### src/rtl/mc_ctrl_pkg.sv
// Shared definitions for the multicycle MIPS control FSM: opcodes, state
// encodings and datapath mux/ALU selector codes.
package mc_ctrl_pkg;

  typedef enum logic [3:0] {
    S_FETCH  = 4'd0,
    S_DECODE = 4'd1,
    S_MEMADR = 4'd2,
    S_MEMRD  = 4'd3,
    S_MEMWB  = 4'd4,
    S_MEMWR  = 4'd5,
    S_EXEC   = 4'd6,
    S_RWB    = 4'd7,
    S_BRANCH = 4'd8,
    S_JUMP   = 4'd9,
    S_ADDIEX = 4'd10,
    S_ADDIWB = 4'd11,
    S_HALT   = 4'd12
  } state_e;

  localparam logic [5:0] OP_R    = 6'b000000;
  localparam logic [5:0] OP_LW   = 6'b100011;
  localparam logic [5:0] OP_SW   = 6'b101011;
  localparam logic [5:0] OP_BEQ  = 6'b000100;
  localparam logic [5:0] OP_BNE  = 6'b000101;
  localparam logic [5:0] OP_ADDI = 6'b001000;
  localparam logic [5:0] OP_J    = 6'b000010;

  localparam logic [1:0] ALUOP_ADD   = 2'b00;
  localparam logic [1:0] ALUOP_SUB   = 2'b01;
  localparam logic [1:0] ALUOP_FUNCT = 2'b10;

  localparam logic [1:0] SRCB_B      = 2'b00;
  localparam logic [1:0] SRCB_FOUR   = 2'b01;
  localparam logic [1:0] SRCB_IMM    = 2'b10;
  localparam logic [1:0] SRCB_IMM_SH = 2'b11;

  localparam logic [1:0] PCSRC_ALU    = 2'b00;
  localparam logic [1:0] PCSRC_ALUOUT = 2'b01;
  localparam logic [1:0] PCSRC_JUMP   = 2'b10;

  // States that hold a memory request open until mem_ready.
  function automatic logic is_mem_wait(input state_e s);
    return (s == S_FETCH) || (s == S_MEMRD) || (s == S_MEMWR);
  endfunction

endpackage

### src/rtl/mem_wait_timer.sv
// Counts consecutive memory wait cycles; flags expiry on the last allowed
// wait cycle so the FSM can divert to HALT on the same edge.
module mem_wait_timer #(
  parameter int unsigned MEM_TIMEOUT = 15
) (
  input  logic clk,
  input  logic rst_n,
  input  logic clear_i,
  input  logic count_en_i,
  output logic expired_o
);

  localparam int unsigned TW = (MEM_TIMEOUT > 1) ? $clog2(MEM_TIMEOUT) : 1;
  localparam logic [TW-1:0] LAST = (MEM_TIMEOUT == 0) ? '0 : TW'(MEM_TIMEOUT - 1);

  logic [TW-1:0] cnt_q, cnt_d;

  always_comb begin
    cnt_d = cnt_q;
    if (clear_i) begin
      cnt_d = '0;
    end else if (count_en_i && (cnt_q != '1)) begin
      cnt_d = cnt_q + TW'(1);
    end
  end

  always_ff @(posedge clk or negedge rst_n) begin
    if (!rst_n) begin
      cnt_q <= '0;
    end else begin
      cnt_q <= cnt_d;
    end
  end

  assign expired_o = (MEM_TIMEOUT != 0) && count_en_i && (cnt_q == LAST);

endmodule

### src/rtl/multicycle_control.sv
// Main control FSM for the multicycle MIPS datapath, with memory-ready
// stalls, wait timeout, cycle/instruction counters and halt on fault.
module multicycle_control
  import mc_ctrl_pkg::*;
#(
  parameter int unsigned CNT_W       = 32,
  parameter int unsigned MEM_TIMEOUT = 15
) (
  input  logic             clk,
  input  logic             rst_n,
  input  logic [5:0]       opcode,
  input  logic             zero,
  input  logic             mem_ready,
  output logic             pc_en,
  output logic             IorD,
  output logic             MemRead,
  output logic             MemWrite,
  output logic             IRWrite,
  output logic             MemtoReg,
  output logic             RegDst,
  output logic             RegWrite,
  output logic             ALUSrcA,
  output logic [1:0]       ALUSrcB,
  output logic [1:0]       ALUOp,
  output logic [1:0]       PCSource,
  output logic             BranchNot,
  output logic [3:0]       state,
  output logic             retire,
  output logic             fault,
  output logic [CNT_W-1:0] cycle_count,
  output logic [CNT_W-1:0] instr_count
);

  state_e           state_q, state_d;
  logic [5:0]       op_q;
  logic [CNT_W-1:0] cyc_q, ins_q;

  logic       pc_write, pc_write_cond, branch_not;
  logic       iord, mem_read, mem_write, ir_write, memtoreg, regdst, reg_write, alu_src_a;
  logic [1:0] alu_src_b, alu_op, pc_source;
  logic       retire_c, fault_c;
  logic       tmr_en, tmr_expired;

  assign tmr_en = is_mem_wait(state_q) && !mem_ready;

  mem_wait_timer #(
    .MEM_TIMEOUT(MEM_TIMEOUT)
  ) u_wait_timer (
    .clk       (clk),
    .rst_n     (rst_n),
    .clear_i   (state_d != state_q),
    .count_en_i(tmr_en),
    .expired_o (tmr_expired)
  );

  always_comb begin
    state_d       = state_q;
    pc_write      = 1'b0;
    pc_write_cond = 1'b0;
    branch_not    = 1'b0;
    iord          = 1'b0;
    mem_read      = 1'b0;
    mem_write     = 1'b0;
    ir_write      = 1'b0;
    memtoreg      = 1'b0;
    regdst        = 1'b0;
    reg_write     = 1'b0;
    alu_src_a     = 1'b0;
    alu_src_b     = SRCB_B;
    alu_op        = ALUOP_ADD;
    pc_source     = PCSRC_ALU;
    retire_c      = 1'b0;
    fault_c       = 1'b0;
    unique case (state_q)
      S_FETCH: begin
        mem_read  = 1'b1;
        alu_src_b = SRCB_FOUR;
        if (mem_ready) begin
          ir_write = 1'b1;
          pc_write = 1'b1;
          state_d  = S_DECODE;
        end else if (tmr_expired) begin
          state_d = S_HALT;
        end
      end
      S_DECODE: begin
        alu_src_b = SRCB_IMM_SH;
        case (opcode)
          OP_LW, OP_SW:   state_d = S_MEMADR;
          OP_R:           state_d = S_EXEC;
          OP_BEQ, OP_BNE: state_d = S_BRANCH;
          OP_ADDI:        state_d = S_ADDIEX;
          OP_J:           state_d = S_JUMP;
          default:        state_d = S_HALT;
        endcase
      end
      S_MEMADR: begin
        alu_src_a = 1'b1;
        alu_src_b = SRCB_IMM;
        state_d   = (op_q == OP_SW) ? S_MEMWR : S_MEMRD;
      end
      S_MEMRD: begin
        mem_read = 1'b1;
        iord     = 1'b1;
        if (mem_ready) begin
          state_d = S_MEMWB;
        end else if (tmr_expired) begin
          state_d = S_HALT;
        end
      end
      S_MEMWB: begin
        reg_write = 1'b1;
        memtoreg  = 1'b1;
        retire_c  = 1'b1;
        state_d   = S_FETCH;
      end
      S_MEMWR: begin
        mem_write = 1'b1;
        iord      = 1'b1;
        if (mem_ready) begin
          retire_c = 1'b1;
          state_d  = S_FETCH;
        end else if (tmr_expired) begin
          state_d = S_HALT;
        end
      end
      S_EXEC: begin
        alu_src_a = 1'b1;
        alu_op    = ALUOP_FUNCT;
        state_d   = S_RWB;
      end
      S_RWB: begin
        reg_write = 1'b1;
        regdst    = 1'b1;
        retire_c  = 1'b1;
        state_d   = S_FETCH;
      end
      S_BRANCH: begin
        alu_src_a     = 1'b1;
        alu_op        = ALUOP_SUB;
        pc_write_cond = 1'b1;
        pc_source     = PCSRC_ALUOUT;
        branch_not    = (op_q == OP_BNE);
        retire_c      = 1'b1;
        state_d       = S_FETCH;
      end
      S_JUMP: begin
        pc_write  = 1'b1;
        pc_source = PCSRC_JUMP;
        retire_c  = 1'b1;
        state_d   = S_FETCH;
      end
      S_ADDIEX: begin
        alu_src_a = 1'b1;
        alu_src_b = SRCB_IMM;
        state_d   = S_ADDIWB;
      end
      S_ADDIWB: begin
        reg_write = 1'b1;
        retire_c  = 1'b1;
        state_d   = S_FETCH;
      end
      S_HALT: begin
        fault_c = 1'b1;
      end
      default: begin
        state_d = S_HALT;
      end
    endcase
  end

  always_ff @(posedge clk or negedge rst_n) begin
    if (!rst_n) begin
      state_q <= S_FETCH;
      op_q    <= '0;
      cyc_q   <= '0;
      ins_q   <= '0;
    end else begin
      state_q <= state_d;
      if (state_q == S_DECODE) begin
        op_q <= opcode;
      end
      if (state_q != S_HALT) begin
        cyc_q <= cyc_q + CNT_W'(1);
      end
      if (retire_c) begin
        ins_q <= ins_q + CNT_W'(1);
      end
    end
  end

  // Outputs are forced low combinationally during reset since FETCH itself drives requests.
  assign pc_en       = rst_n & (pc_write | (pc_write_cond & (zero ^ branch_not)));
  assign IorD        = rst_n & iord;
  assign MemRead     = rst_n & mem_read;
  assign MemWrite    = rst_n & mem_write;
  assign IRWrite     = rst_n & ir_write;
  assign MemtoReg    = rst_n & memtoreg;
  assign RegDst      = rst_n & regdst;
  assign RegWrite    = rst_n & reg_write;
  assign ALUSrcA     = rst_n & alu_src_a;
  assign ALUSrcB     = rst_n ? alu_src_b : '0;
  assign ALUOp       = rst_n ? alu_op : '0;
  assign PCSource    = rst_n ? pc_source : '0;
  assign BranchNot   = rst_n & branch_not;
  assign state       = rst_n ? state_q : '0;
  assign retire      = rst_n & retire_c;
  assign fault       = rst_n & fault_c;
  assign cycle_count = cyc_q;
  assign instr_count = ins_q;

endmodule
### config.mk
export PLATFORM = sky130hd
export DESIGN_NAME = multicycle_control
export DESIGN_NICKNAME = d
export VERILOG_FILES = /design/src/rtl/mc_ctrl_pkg.sv /design/src/rtl/mem_wait_timer.sv /design/src/rtl/multicycle_control.sv
export SDC_FILE = /design/constraint.sdc
export NUM_CORES = 1
export LEC_CHECK = 0
export ABC_AREA = 1
export BUFFER_PORTS_ARGS = -buffer_cell sky130_fd_sc_hd__clkbuf_2
export CORE_MARGIN = 1
export CORE_UTILIZATION = 38
export DETAILED_ROUTE_END_ITERATION = 10
export REMOVE_ABC_BUFFERS = 1
export SLEW_MARGIN = 20
export SYNTH_ARGS = -nofsm -noshare
export SYNTH_HDL_FRONTEND = slang
export SYNTH_SLANG_ARGS = --single-unit
export TNS_END_PERCENT = 1
### constraint.sdc
create_clock -name clk -period 2 [get_ports clk]
set_input_delay 0.3 -clock clk [delete_from_list [all_inputs] [get_ports clk]]
set_output_delay 0.3 -clock clk [all_outputs]
set_load 0.01 [all_outputs]
==> results.tsv, run 1 <==
metric	value	unit
R2R Setup Slk	0.08	ns
Pins Over Slew Limit	0	
EDFF count, synth	0	
worst setup path startpoint	state_q[2]$_DFF_PN0_	
CP Depth	6	
global-route wire length before repair	20.18	mm
Syn-to-layout area delta	24.66	%
RSZ-0062 raised after global routing	yes	
switching portion of total power	0.2101	
Cells after DPL	903	
Largest delay share family, worst path	flip-flops	
Congestion Overflow GR	0	
DP Worst Slack	0.1008	ns
FF+latch area	1957	um2
num rows	40	
Setup Skew	0.008601	ns
die area	12860	um2
vias in the first global route	4148	
Peak supply drop	0.0004178	V
Comb pwr share	0.025	
Net count, final	770	
Crit path required time	1.70	ns
TritonRoute pass-1 iters	4	
DIE WIDTH	113.4	um
Root Buffer	clkbuf_16	
final setup vio count	0	
H-tree levels	3	
remaining antenna violation count	0	
clock-pin slew on the worst setup and hold paths	0.06	ns
multi-input logic area	2509	um2
CTS tree	yes	
clock tree buffer depth	2	
origin of the critical flop-to-flop path	state_q[3]$_DFF_PN0_	
layout filler cell count	1220	
fin area	5877	um2
setup ws final	0.02207	ns
PortBufs	95	
initial antenna violation count	0	
DR vias	4460	
commonest non-fill, non-tap cells in the layout	nand2_1 (200), clkbuf_2 (94), dfrtp_1 (74)	
num ports	96	
fmax	505.6	MHz
Yosys top cell area share	0.4140	
Worst Setup Start Kind	flip-flop	
worst stage delay on the critical path	0.48	ns
Final Hold Fails	0	
diodes inserted	0	
Int Pwr	2.583	mW
CTS Buf Count	9	
Synth cell types	34	
Routability Congestion	0.9430	
Via-to-Cell Ratio	4.806	
worst reg2reg path depth	12	
NetSw	0.6871	mW
CP Max Fanout	9	
ys flop type	dfrtp_1	
DRT Wirelength	12.19	mm
Area contributors post-synth	dfrtp_1 (41%), nand2_1 (16%), xor2_1 (8.0%), nor2_1 (6.1%), inv_1 (4.9%)	
largest net degree at the start of global routing	56	
crit path buf inv count	3	
Iter 0 DRT Violations	232	
sequential share of power	0.483	
Clk pwr share	0.493	
gr usage total	0.1992	
Avg WL per Cell	13.14	um
Overall Power	3.270	mW
Clk Latency, worst-skew pair	0.34	ns
Slew headroom	0.5212	
critical path class	reg -> out	
FF-to-FF End	instr_count[19]$_DFFE_PN0P_	
Gate Count Post-Synth	636	
Fin Hold WS	0.1023	ns
Die Ht	113.4	um
run status	finished clean	
CP max stage cell	dfrtp_2	
crit path DAT	1.68	ns
HP Class	in -> async	
FF+latch count, synth	78	
Pleak	2.972	nW
crit-path cells	nand2_1 > nor2_2 > buf_4 > inv_1 > nor2_1 > clkbuf_2	
Placement Cell Area	5460	um2
Tmin final	1.978	ns
Synth Area per Inst	7.413	um2
post-synth top area cell	dfrtp_1	
Seq/Total Area, Yosys	0.4140	
Power per Cell Area	556.4	nW/um2
HPWL Detailed	9.452	mm
Mapped Area	4715	um2
final non-filler cell total	928	
commonest non-fill, non-tap cell in the layout	nand2_1	
total clock sinks	78	
Ys Warns	0	
Finished Core Util	0.4872	
Max Cap Violations	0	
Floorplan Core Area	12060	um2
Fin Setup TNS	0	ns
Initial Util	0.3909	
worst slew pin tran	0.7182	ns
critical path endpoint category	output port	
period utilization	0.9890	
share of layout cells above drive strength 1	0.2237	
DRC Markers	0	
async set-reset flop share out of synthesis	1.000	
-- area by class of cell --
| class | count | share of cell area |
|---|---|---|
| Clock inverter | 5 | 0.008516 |
| Sequential cell | 78 | 0.3330 |
| Inverter | 66 | 0.04215 |
| Timing Repair Buffer | 119 | 0.1131 |
| Multi-Input combinational cell | 482 | 0.4269 |
| Clock buffer | 10 | 0.04066 |
| Tap cell | 168 | 0.03577 |
-- power by group through the flow --
stage / clock (mW) / combinational (mW) / sequential, mW
after floorplan: 0 / 0.0182 / 1.61
after global placement: 0 / 0.0795 / 1.61
after detailed placement: 0 / 0.0805 / 1.61
after CTS: 1.65 / 0.0830 / 1.58
after global routing: 1.71 / 0.0928 / 1.58
final: 1.61 / 0.0809 / 1.58
-- routing by layer --
| metal | routed length, um | track usage |
|---|---|---|
| met1 | 5968 | 0.2787 |
| met4 | 244 | 0.07456 |
| met3 | 565 | 0.03985 |
| met2 | 5413 | 0.3051 |
| met5 | 0 | 0 |
-- synthesized netlist by cell type (all sizes together), types with 3 or more instances --
| master | n |
|---|---|
| a21oi | 6 |
| buf | 7 |
| clkbuf | 3 |
| dfrtp | 78 |
| ha | 4 |
| inv | 66 |
| nand2 | 205 |
| nand3 | 36 |
| nand3b | 3 |
| nand4 | 17 |
| nor2 | 83 |
| nor3 | 35 |
| nor4 | 6 |
| o21ai | 18 |
| xnor2 | 19 |
| xor2 | 43 |
-- worst max path at each step --
stage                                       end  slack (ns)
CTS                                       pc_en       -0.03
floorplan                                 fault        0.10
global route                              fault       -0.08
global placement    cycle_count[24]$_DFFE_PN0P_        0.16
finish                                    fault        0.02
detailed placement  instr_count[19]$_DFFE_PN0P_        0.10
-- worst min-delay path, cell delays in order --
cell   delay [ns]
buf_4        0.12
buf_4        0.16
buf_4        0.21
-- what timing repair did --
action                     CTS  global route
hold endpoints to repair    12             0
buffers inserted             1             8
setup endpoints to repair    3            11
pin swaps                    1             1
gates resized for setup      6            13
hold buffers                 1             0
-- cells by family after synthesis --
logic type / synth area share
AND/OR/NAND/NOR: 0.3620
flip-flops: 0.4140
buffers and inverters: 0.06263
XOR/XNOR: 0.1152
AO/OA/AOI/OAI: 0.03556
adder cells (fa/ha/maj): 0.01062
-- flip-flops by register name (all words and copies together) (netlist names) --
signal,count
cycle_count,32
op_q,6
instr_count,32
state_q,4
u_wait_timer.cnt_q,4
Note: power is estimated with default switching activity, not from simulation.
==> run 2, diff against run 1 <==
BUFFER_PORTS_ARGS = not set   (was -buffer_cell sky130_fd_sc_hd__clkbuf_2)
DONT_BUFFER_PORTS = 1   (was not set)
==> run 2 against run 1 <==
Against the previous run:
- the run now ends with hold timing left
- sequential cell count is the same
- sequential share of layout area is 2.5 points higher
- non-clock buffer count decreased by 95
- via count is 7.0% lower
- clock skew is 0.0022 ns lower
- first-iteration DRC count grew 19%
- cell count is 10% lower
- critical path depth unchanged
- critical path type unchanged
- critical endpoint is now retire
==> results.tsv, run 2 (synthesized netlist as in run 1, its figures left out) <==
metric	value	unit	change
FF-to-FF End	cycle_count[20]$_DFFE_PN0P_		
CTS tree	yes		
total clock sinks	78		unchanged
period utilization	0.9602		-0.02874
HP Class	in -> async		
CP max stage cell	dfrtp_2		
Syn-to-layout area delta	16.22	%	
die area	12860	um2	unchanged
switching portion of total power	0.1872		-0.02295
NetSw	0.6397	mW	-6.9%
initial antenna violation count	0		unchanged
clock-pin slew on the worst setup and hold paths	0.06	ns	about the same
sequential share of power	0.462		-0.021
TritonRoute pass-1 iters	6		+2
Placement Cell Area	5017	um2	-8.1%
Finished Core Util	0.4543		-0.03299
Pleak	2.560	nW	-14%
Int Pwr	2.777	mW	+7.5%
most frequent CP cell	nor2_4		
Congestion Overflow GR	0		unchanged
CTS Buf Count	9		unchanged
DIE WIDTH	113.4	um	unchanged
run status	complete, but fails checks		
R2R Setup Slk	0.10	ns	+0.02 ns
failing checks	hold timing		
worst slew pin tran	0.6271	ns	-0.09109 ns
crit-path cells	buf_4 > nor2_2 > nand2_2 > o21ai_4 > nor2_4 > nor2_4		
Worst Setup Start Kind	flip-flop		
commonest non-fill, non-tap cells in the layout	nand2_1 (200), dfrtp_1 (69), nor2_1 (67)		
Avg WL per Cell	14.05	um	+6.9%
largest net degree at the start of global routing	85		+52%
Slew headroom	0.5781		+0.05687
Net count, final	676		-12%
clock tree buffer depth	2		unchanged
Initial Util	0.3909		unchanged
num rows	40		unchanged
crit path DAT	1.62	ns	-0.06 ns
RSZ-0062 raised after global routing	yes		
fin area	5479	um2	-6.8%
Root Buffer	clkbuf_16		
Clk pwr share	0.531		+0.038
critical path endpoint category	output port		
DRT Wirelength	11.73	mm	-3.8%
Peak supply drop	0.0003727	V	-11%
final setup vio count	0		unchanged
num ports	96		unchanged
fmax	520.7	MHz	+3.0%
global-route wire length before repair	19.51	mm	-3.3%
Iter 0 DRT Violations	275		+19%
Routability Congestion	0.8792		-6.8%
layout filler cell count	1187		-2.7%
worst reg2reg path depth	8		-4
Die Ht	113.4	um	unchanged
Tmin final	1.920	ns	-0.05749 ns
critical path class	reg -> out		
HPWL Detailed	8.726	mm	-7.7%
remaining antenna violation count	0		unchanged
Setup Skew	0.006379	ns	-0.002222 ns
Power per Cell Area	623.7	nW/um2	+12%
Fin Hold WS	-0.3423	ns	-0.4446 ns
commonest non-fill, non-tap cell in the layout	nand2_1		
Largest delay share family, worst path	flip-flops		
setup ws final	0.07956	ns	+0.05749 ns
gr usage total	0.1903		-0.008987
CP Depth	6		unchanged
Clk Latency, worst-skew pair	0.34	ns	about the same
PortBufs	0		-100%
Via-to-Cell Ratio	4.969		+3.4%
Final Hold Fails	78		+78
diodes inserted	0		unchanged
Crit path required time	1.70	ns	about the same
DP Worst Slack	0.07159	ns	-0.02920 ns
H-tree levels	3		unchanged
Floorplan Core Area	12060	um2	unchanged
origin of the critical flop-to-flop path	cycle_count[0]$_DFFE_PN0P_		
CP Max Fanout	7		-2
crit path buf inv count	1		-2
worst stage delay on the critical path	0.46	ns	-0.02 ns
DR vias	4149		-7.0%
Pins Over Slew Limit	0		unchanged
DRC Markers	0		unchanged
Max Cap Violations	0		unchanged
share of layout cells above drive strength 1	0.1304		-0.09325
vias in the first global route	4048		-2.4%
Comb pwr share	0.007		-0.018
## run 2: changes by cell type in the layout (fill, tap and decap cells not counted), moves of 2 or more
cell / change
clkbuf_2: -93
clkbuf_8: +2
clkinv_2: -3
dfrtp_1: -5
dfrtp_2: +5
nor2_1: -3
nor2_2: +4
## run 2: timing repair
action / 4_1_cts / 5_1_grt
cloned: 0 / 1
setup endpoints to repair: 3 / 16
endpoints found under the hold margin: 78 / 78
resized for setup: 7 / 21
pin swaps: 1 / 8
setup buffers: 0 / 7
## run 2: cell type report
| class | instances | area (um2) | share of cell area |
|---|---|---|---|
| Timing Repair Buffer | 24 | 190.2 | 0.03471 |
| Clock inverter | 3 | 65.06 | 0.01187 |
| Inverter | 66 | 247.7 | 0.04522 |
| Sequential cell | 78 | 1963 | 0.3583 |
| Tap cell | 168 | 210.2 | 0.03837 |
| Clock buffer | 13 | 270.3 | 0.04933 |
| Multi-Input combinational cell | 483 | 2532 | 0.4622 |
## run 2: worst max path at each step
stage,startpoint,endpoint,slack [ns]
after floorplan,state_q[1]$_DFF_PN0_,fault,0.10
after global placement,cycle_count[0]$_DFFE_PN0P_,cycle_count[24]$_DFFE_PN0P_,0.12
after detailed placement,cycle_count[0]$_DFFE_PN0P_,cycle_count[24]$_DFFE_PN0P_,0.07
after CTS,state_q[1]$_DFF_PN0_,pc_en,0.03
after global routing,cycle_count[3]$_DFFE_PN0P_,cycle_count[24]$_DFFE_PN0P_,-0.06
final,state_q[3]$_DFF_PN0_,retire,0.08
## run 2: per-layer routing
layer / wire length [um] / global-route usage / vias to the layer above
met5: 0 / 0 / -
met4: 183 / 0.07895 / 0
met3: 706 / 0.04676 / 14
met2: 5201 / 0.2973 / 117
met1: 5639 / 0.2524 / 1945
li1: - / - / 2073
## run 2: through the flow
stage / std cells / hold slack, ns / TNS, ns / total power [mW]
6_report: 835 / -0.3423 / 0 / 3.417
5_1_grt: 835 / -0.3599 / -0.1366 / 3.535
4_1_cts: 827 / -0.3597 / 0 / 3.467
3_5_place_dp: 811 / 0.006001 / 0 / 1.630
3_3_place_gp: 811 / 0.005900 / 0 / 1.630
2_1_floorplan: 626 / 0.004409 / 0 / 1.626
## run 2: power groups by stage
stage / registers, mW / clock network (mW) / logic (mW)
4_1_cts: 1.58 / 1.87 / 0.0233
3_3_place_gp: 1.61 / 0 / 0.0227
2_1_floorplan: 1.61 / 0 / 0.0182
6_report: 1.58 / 1.81 / 0.0246
5_1_grt: 1.58 / 1.93 / 0.0282
3_5_place_dp: 1.61 / 0 / 0.0226
